File: src/rtl/fft_frame_capture.sv
`default_nettype none
// ============================================================================
// Module   : fft_frame_capture
// Brief    : AXIS receiver that captures one FFT output frame into a
//            word-addressed buffer for register readback.
// Revision : 1.0
// ============================================================================
module fft_frame_capture #(
    parameter int NFFT  = 8,
    parameter int CNT_W = 16
) (
    input  logic                        clk,
    input  logic                        resetn,
    input  logic                        s_tvalid,
    output logic                        s_tready,
    input  logic                        s_tlast,
    input  logic [63:0]                 s_tdata,
    input  logic                        arm,
    input  logic                        clr_err,
    input  logic [$clog2(NFFT*2)-1:0]   r_addr,
    output logic [31:0]                 r_data,
    output logic                        receiving,
    output logic                        frame_done,
    output logic [CNT_W-1:0]            frame_count,
    output logic                        err_early,
    output logic                        err_missing
);

    localparam int c_IDX_W = $clog2(NFFT);
    localparam int c_ADDR_W = $clog2(NFFT*2);
    localparam logic [c_IDX_W-1:0] c_LAST_IDX = c_IDX_W'(NFFT - 1);

    localparam logic [1:0] c_IDLE  = 2'd0;
    localparam logic [1:0] c_RECV  = 2'd1;
    localparam logic [1:0] c_DRAIN = 2'd2;
    localparam logic [1:0] c_DONE  = 2'd3;

    logic [1:0]         r_state;
    logic [c_IDX_W-1:0] r_idx;
    logic               r_frame_done;
    logic [CNT_W-1:0]   r_frame_count;
    logic               r_err_early;
    logic               r_err_missing;

    // One 64-bit entry per sample; even word is the real part, odd the imaginary.
    logic [63:0]        r_mem [0:NFFT-1];

    logic               w_ready;
    logic               w_beat;
    logic               w_write;
    logic               w_is_last_idx;
    logic               w_set_early;
    logic               w_set_missing;
    logic               w_commit;
    logic [63:0]        w_rd_word;

    assign w_ready       = (r_state == c_RECV) || (r_state == c_DRAIN);
    assign w_beat        = s_tvalid && w_ready;
    assign w_is_last_idx = (r_idx == c_LAST_IDX);

    // A beat coinciding with arm belongs to the abandoned frame and is dropped.
    assign w_write       = w_beat && !arm && (r_state == c_RECV);
    assign w_set_early   = w_write && s_tlast && !w_is_last_idx;
    assign w_set_missing = w_write && !s_tlast && w_is_last_idx;
    assign w_commit      = w_beat && !arm && s_tlast &&
                           ((r_state == c_DRAIN) || w_is_last_idx);

    always_ff @(posedge clk or negedge resetn) begin
        if (!resetn) begin
            r_state <= c_IDLE;
            r_idx   <= '0;
        end else if (arm) begin
            r_state <= c_RECV;
            r_idx   <= '0;
        end else begin
            case (r_state)
                c_RECV: begin
                    if (w_beat) begin
                        if (s_tlast && w_is_last_idx) begin
                            r_state <= c_DONE;
                        end else if (s_tlast) begin
                            r_state <= c_IDLE;
                        end else if (w_is_last_idx) begin
                            r_state <= c_DRAIN;
                        end else begin
                            r_idx <= r_idx + 1'b1;
                        end
                    end
                end
                c_DRAIN: begin
                    if (w_beat && s_tlast) begin
                        r_state <= c_DONE;
                    end
                end
                default: begin
                    r_state <= r_state;
                end
            endcase
        end
    end

    always_ff @(posedge clk or negedge resetn) begin
        if (!resetn) begin
            r_frame_done  <= 1'b0;
            r_frame_count <= '0;
        end else begin
            r_frame_done <= w_commit;
            if (w_commit) begin
                r_frame_count <= r_frame_count + 1'b1;
            end
        end
    end

    // A new error event in the same cycle as clr_err keeps the flag set.
    always_ff @(posedge clk or negedge resetn) begin
        if (!resetn) begin
            r_err_early   <= 1'b0;
            r_err_missing <= 1'b0;
        end else begin
            r_err_early   <= (r_err_early   && !clr_err) || w_set_early;
            r_err_missing <= (r_err_missing && !clr_err) || w_set_missing;
        end
    end

    always_ff @(posedge clk) begin
        if (w_write) begin
            r_mem[r_idx] <= s_tdata;
        end
    end

    assign w_rd_word = r_mem[r_addr[c_ADDR_W-1:1]];
    assign r_data    = r_addr[0] ? w_rd_word[63:32] : w_rd_word[31:0];

    assign s_tready    = w_ready;
    assign receiving   = w_ready;
    assign frame_done  = r_frame_done;
    assign frame_count = r_frame_count;
    assign err_early   = r_err_early;
    assign err_missing = r_err_missing;

endmodule
`default_nettype wire

File: config.mk
export PLATFORM = sky130hd
export DESIGN_NAME = fft_frame_capture
export DESIGN_NICKNAME = d
export VERILOG_FILES = /design/src/rtl/fft_frame_capture.sv
export SDC_FILE = /design/constraint.sdc
export NUM_CORES = 1
export LEC_CHECK = 0
export CAP_MARGIN = 25
export CORE_ASPECT_RATIO = 1.5
export CORE_UTILIZATION = 65
export DETAILED_ROUTE_END_ITERATION = 8
export DONT_BUFFER_PORTS = 1
export PLACE_DENSITY = 0.91
export SLEW_MARGIN = 20
export SYNTH_ARGS = -nofsm -noshare
export SYNTH_HDL_FRONTEND = slang
export SYNTH_SLANG_ARGS = --single-unit
export TNS_END_PERCENT = 5
File: constraint.sdc
create_clock -name clk -period 19.16 [get_ports clk]
set_clock_uncertainty 0.15 [all_clocks]
set_input_delay 3.832 -clock clk [delete_from_list [all_inputs] [get_ports clk]]
set_output_delay 3.832 -clock clk [all_outputs]
set_load 0.02 [all_outputs]
==> summary.md <==
| Metric | Value |
|---|---|
| Worst-Margin Slew | `1.053 ns` |
| CTS tree | `built` |
| Synth warn | `0` |
| Pint | `0.001816 W` |
| Clk Latency, worst-skew pair | `0.55 ns` |
| Initial antenna violation count | `0` |
| Drt pass-1 iters | `5` |
| Post-CTS sizing | `0` |
| CTS Hold Bufs | `0` |
| Die ar. | `31990 um2` |
| Worst Hold Depth | `2` |
| Post-synthesis sequential area ratio | `0.7862` |
| Synthesized area | `roughly 20000 um2` |
| Sink Count | `536` |
| Top layer in use | `met4` |
| Setup crit end kind | `output pin` |
| Max Fclk | `109.5 MHz` |
| Post-CTS setup buffer count | `0` |
| Critical path required time | `15.18 ns` |
| R2R Setup Slk | `15.32 ns` |
| DIE WIDTH | `approximately 150 um` |
| H-Tree Level Count | `2` |
| Cells after synthesis | `903` |
| Final Hold Vio Count | `0` |
| Worst EP arrival | `5.15 ns` |
| Core footprint | `approximately 30000 um2` |
| Post-Place Cells | `approximately 1300` |
| Final HPWL DP | `approximately 22000 um` |
| Ys async rst share | `0.04478` |
| Rel. slew slack | `0.2978` |
| Worst hold path type | `register to register` |
| Crit-path max FO | `32` |
| Switching power | `approximately 0.00046 W` |
| Total gr overflow | `0` |
| FF-to-FF End | `r_mem[6][19]` |
| Synthesis-stage register bit count | `536` |
| Count of pins over their slew limit | `0` |
| CP cell instances | `and2_2, a22oi_1, nand2_1` |
| Crit path launch type | `input pin` |
| Core Rows | `78` |
| Post-synth top flop | `edfxtp_1` |
| CP peak stage delay | `0.81 ns` |
| Reg-to-Reg Start | `r_state[0]` |
| Sequential power share | `0.574` |
| Die H | `between 200 and 250 um` |
| Outcome | `finished clean` |
| Pleak | `approximately 7.1 nW` |
| Overall routed net length | `43840 um` |
| Wire per inst | `32.60 um` |
| Post-route ant nets | `0` |
| Maximum vdd drop | `0.07415 mV` |
| Root Buffer | `clkbuf_16` |
| Wire length on met2 | `22680 um` |
| Starting DRT DRC Count | `930` |
| Sw Share | `0.2031` |
| Synth cell types | `34` |
| Worst-path clk slew | `0.06 ns` |
| Area Overhead vs Synth | `9.483%` |
| Clk network pwr share | `0.386` |
| Drt drc | `0` |
| R2r worst-path depth | `7` |
| PortBufs | `0` |
| Final setup fails | `0` |
| MaxCap Viol Count | `0` |
| WL met3 | `4186 um` |
| Clock Path Buffers | `3` |
| Filler Cell Count | `1558` |
| Synth Area per Inst | `22.50 um2` |
| Non-Filler Instances | `1345` |
| Hold path start | `r_state[0]` |
| Routed via count | `~9500` |
| I/O pin count | `127` |
| M1 wire length | `15810 um` |
| Via density | `7.052` |
| RSZ-0062 raised after global routing | `no` |
| Initial Util | `0.6652` |
| All-layer global routing usage | `0.2802` |
| Comb pwr share | `0.040` |
| PwrDens | `102.4 nW/um2` |
| Vias in the first global route | `10070` |
| WHS Endpoint | `r_state[0]` |
| EDFF count, synth | `512` |
| Critical path class | `input pin to output pin` |
| Period utilisation layout | `0.4768` |
| Fin Setup TNS | `0 ns` |
| Cts bufs inserted | `between 40 and 50` |
| First-pass GRT wire length | `between 60000 and 70000 um` |
| Post-Synthesis Net Count | `983` |
| Largest net degree at the start of global routing | `129` |
| Slowest CP cell | `and2_2` |
| Layout Nets | `a little under 1000` |
| Share of cells above drive strength 1 | `0.2349` |
| Min cycle time layout | `just over 9 ns` |
| N_diodes | `0` |
| RD Place Congestion | `0.7154` |
-- worst max path at each step --
stage / from / end / slack, ns
after floorplan: arm / r_mem[0][0] / 9.53
final: r_addr[0] / r_data[29] / 10.02
after detailed placement: r_addr[0] / r_data[29] / 9.81
after global routing: r_addr[0] / r_data[29] / 9.99
after global placement: r_addr[3] / r_data[21] / 9.88
after CTS: r_addr[3] / r_data[21] / 9.81
-- cells in the final DEF (no fill, tap or decap), types with 6 or more instances in the layout --
| cell | instances |
|---|---|
| clkbuf_1 | 9 |
| ha_1 | 6 |
| nand2_1 | 38 |
| clkinv_2 | 8 |
| clkinvlp_4 | 7 |
| a22oi_1 | 64 |
| buf_4 | 9 |
| nor2_4 | 7 |
| nand4_1 | 8 |
| mux4_2 | 128 |
| inv_1 | 6 |
| xnor2_1 | 14 |
| clkbuf_16 | 45 |
| edfxtp_1 | 512 |
| dfrtp_1 | 24 |
-- final cells by class --
| cell class | instances | area [um2] | share of cell area |
|---|---|---|---|
| sequential | 536 | 15980 | 0.7181 |
| multi-input combinational | 311 | 4164 | 0.1872 |
| clock buffer | 54 | 1160 | 0.05214 |
| tap | 400 | 500.5 | 0.02250 |
| timing repair buffer | 15 | 217.7 | 0.009786 |
| clock inverter | 23 | 206.4 | 0.009280 |
| inverter | 6 | 22.52 | 0.001012 |
-- per-stage QoR --
stage | util | setup WS (ns) | total power [W] | cell area [um2] | hold slack (ns)
floorplan | - | 9.533 | 0.001412 | 20320 | 0.3508
global placement | 0.6786 | 9.876 | 0.001414 | 20730 | 0.3735
detailed placement | 0.6786 | 9.806 | 0.001419 | 20730 | 0.3920
CTS | 0.7234 | 9.808 | 0.002280 | 22100 | 0.4159
global route | 0.7283 | 9.991 | 0.002324 | 22250 | 0.4499
finish | 0.7283 | 10.02 | 0.002278 | 22250 | 0.4097
-- worst max-delay path: cells and delay by family --
kind / cells / cell delay, ns
AOI/OAI and AO/OA: 1 / 0.19
and+or+nand+nor: 2 / 1.11
-- kinds of logic after synthesis --
group	Yosys count	share of synthesized area
AOI/OAI and AO/OA	69	0.02568
xor gates and xnor gates	16	0.006897
adders and majority gates	6	0.003694
buffers and inverters	56	0.01275
DFF	536	0.7862
muxes	131	0.1434
and+or+nand+nor	89	0.02137
-- layer usage --
metal	vias up	global-route usage
li1	3807	-
met1	4995	0.3643
met2	607	0.4600
met3	76	0.07265
met4	0	0.1094
met5	-	0
-- Yosys cell counts (2+ instances only) --
cell      instances  area [um2]
and2_1            5       31.28
inv_1             6       22.52
ha_1              6       75.07
mux4_2          128        2883
nand2_1          38       142.6
xor2_1            2       17.52
o22ai_1           2       12.51
dfrtp_1          24       600.6
mux2i_1           2       20.02
nand3_1           5       25.02
nand4_1           8       50.05
nor2_1           12       45.04
nand2b_1          5       31.28
buf_2             9       45.04
buf_1            10       37.54
edfxtp_1        512       15370
nor3_1            2       10.01
xnor2_1          14       122.6
nor2b_1           4       25.02
a22oi_1          64       480.5
clkbuf_1         21       78.83
buf_4            10       75.07
and3_1            3       18.77
-- sequential cells by signal, summed over array words and instances, names as in the netlist --
signal       flops
err_early        1
err_missing      1
frame_count     16
frame_done       1
r_idx            3
r_mem          512
r_state          2
-- power by group through the flow --
stage	combinational [W]	sequential, W	clock, W
final	0.0000912	0.00131	0.000879
after global routing	0.0000950	0.00131	0.000921
after CTS	0.0000877	0.00131	0.000883
after detailed placement	0.0000858	0.00133	0
after global placement	0.0000830	0.00133	0
after floorplan	0.0000794	0.00133	0
(Power assumes the default switching activity.)
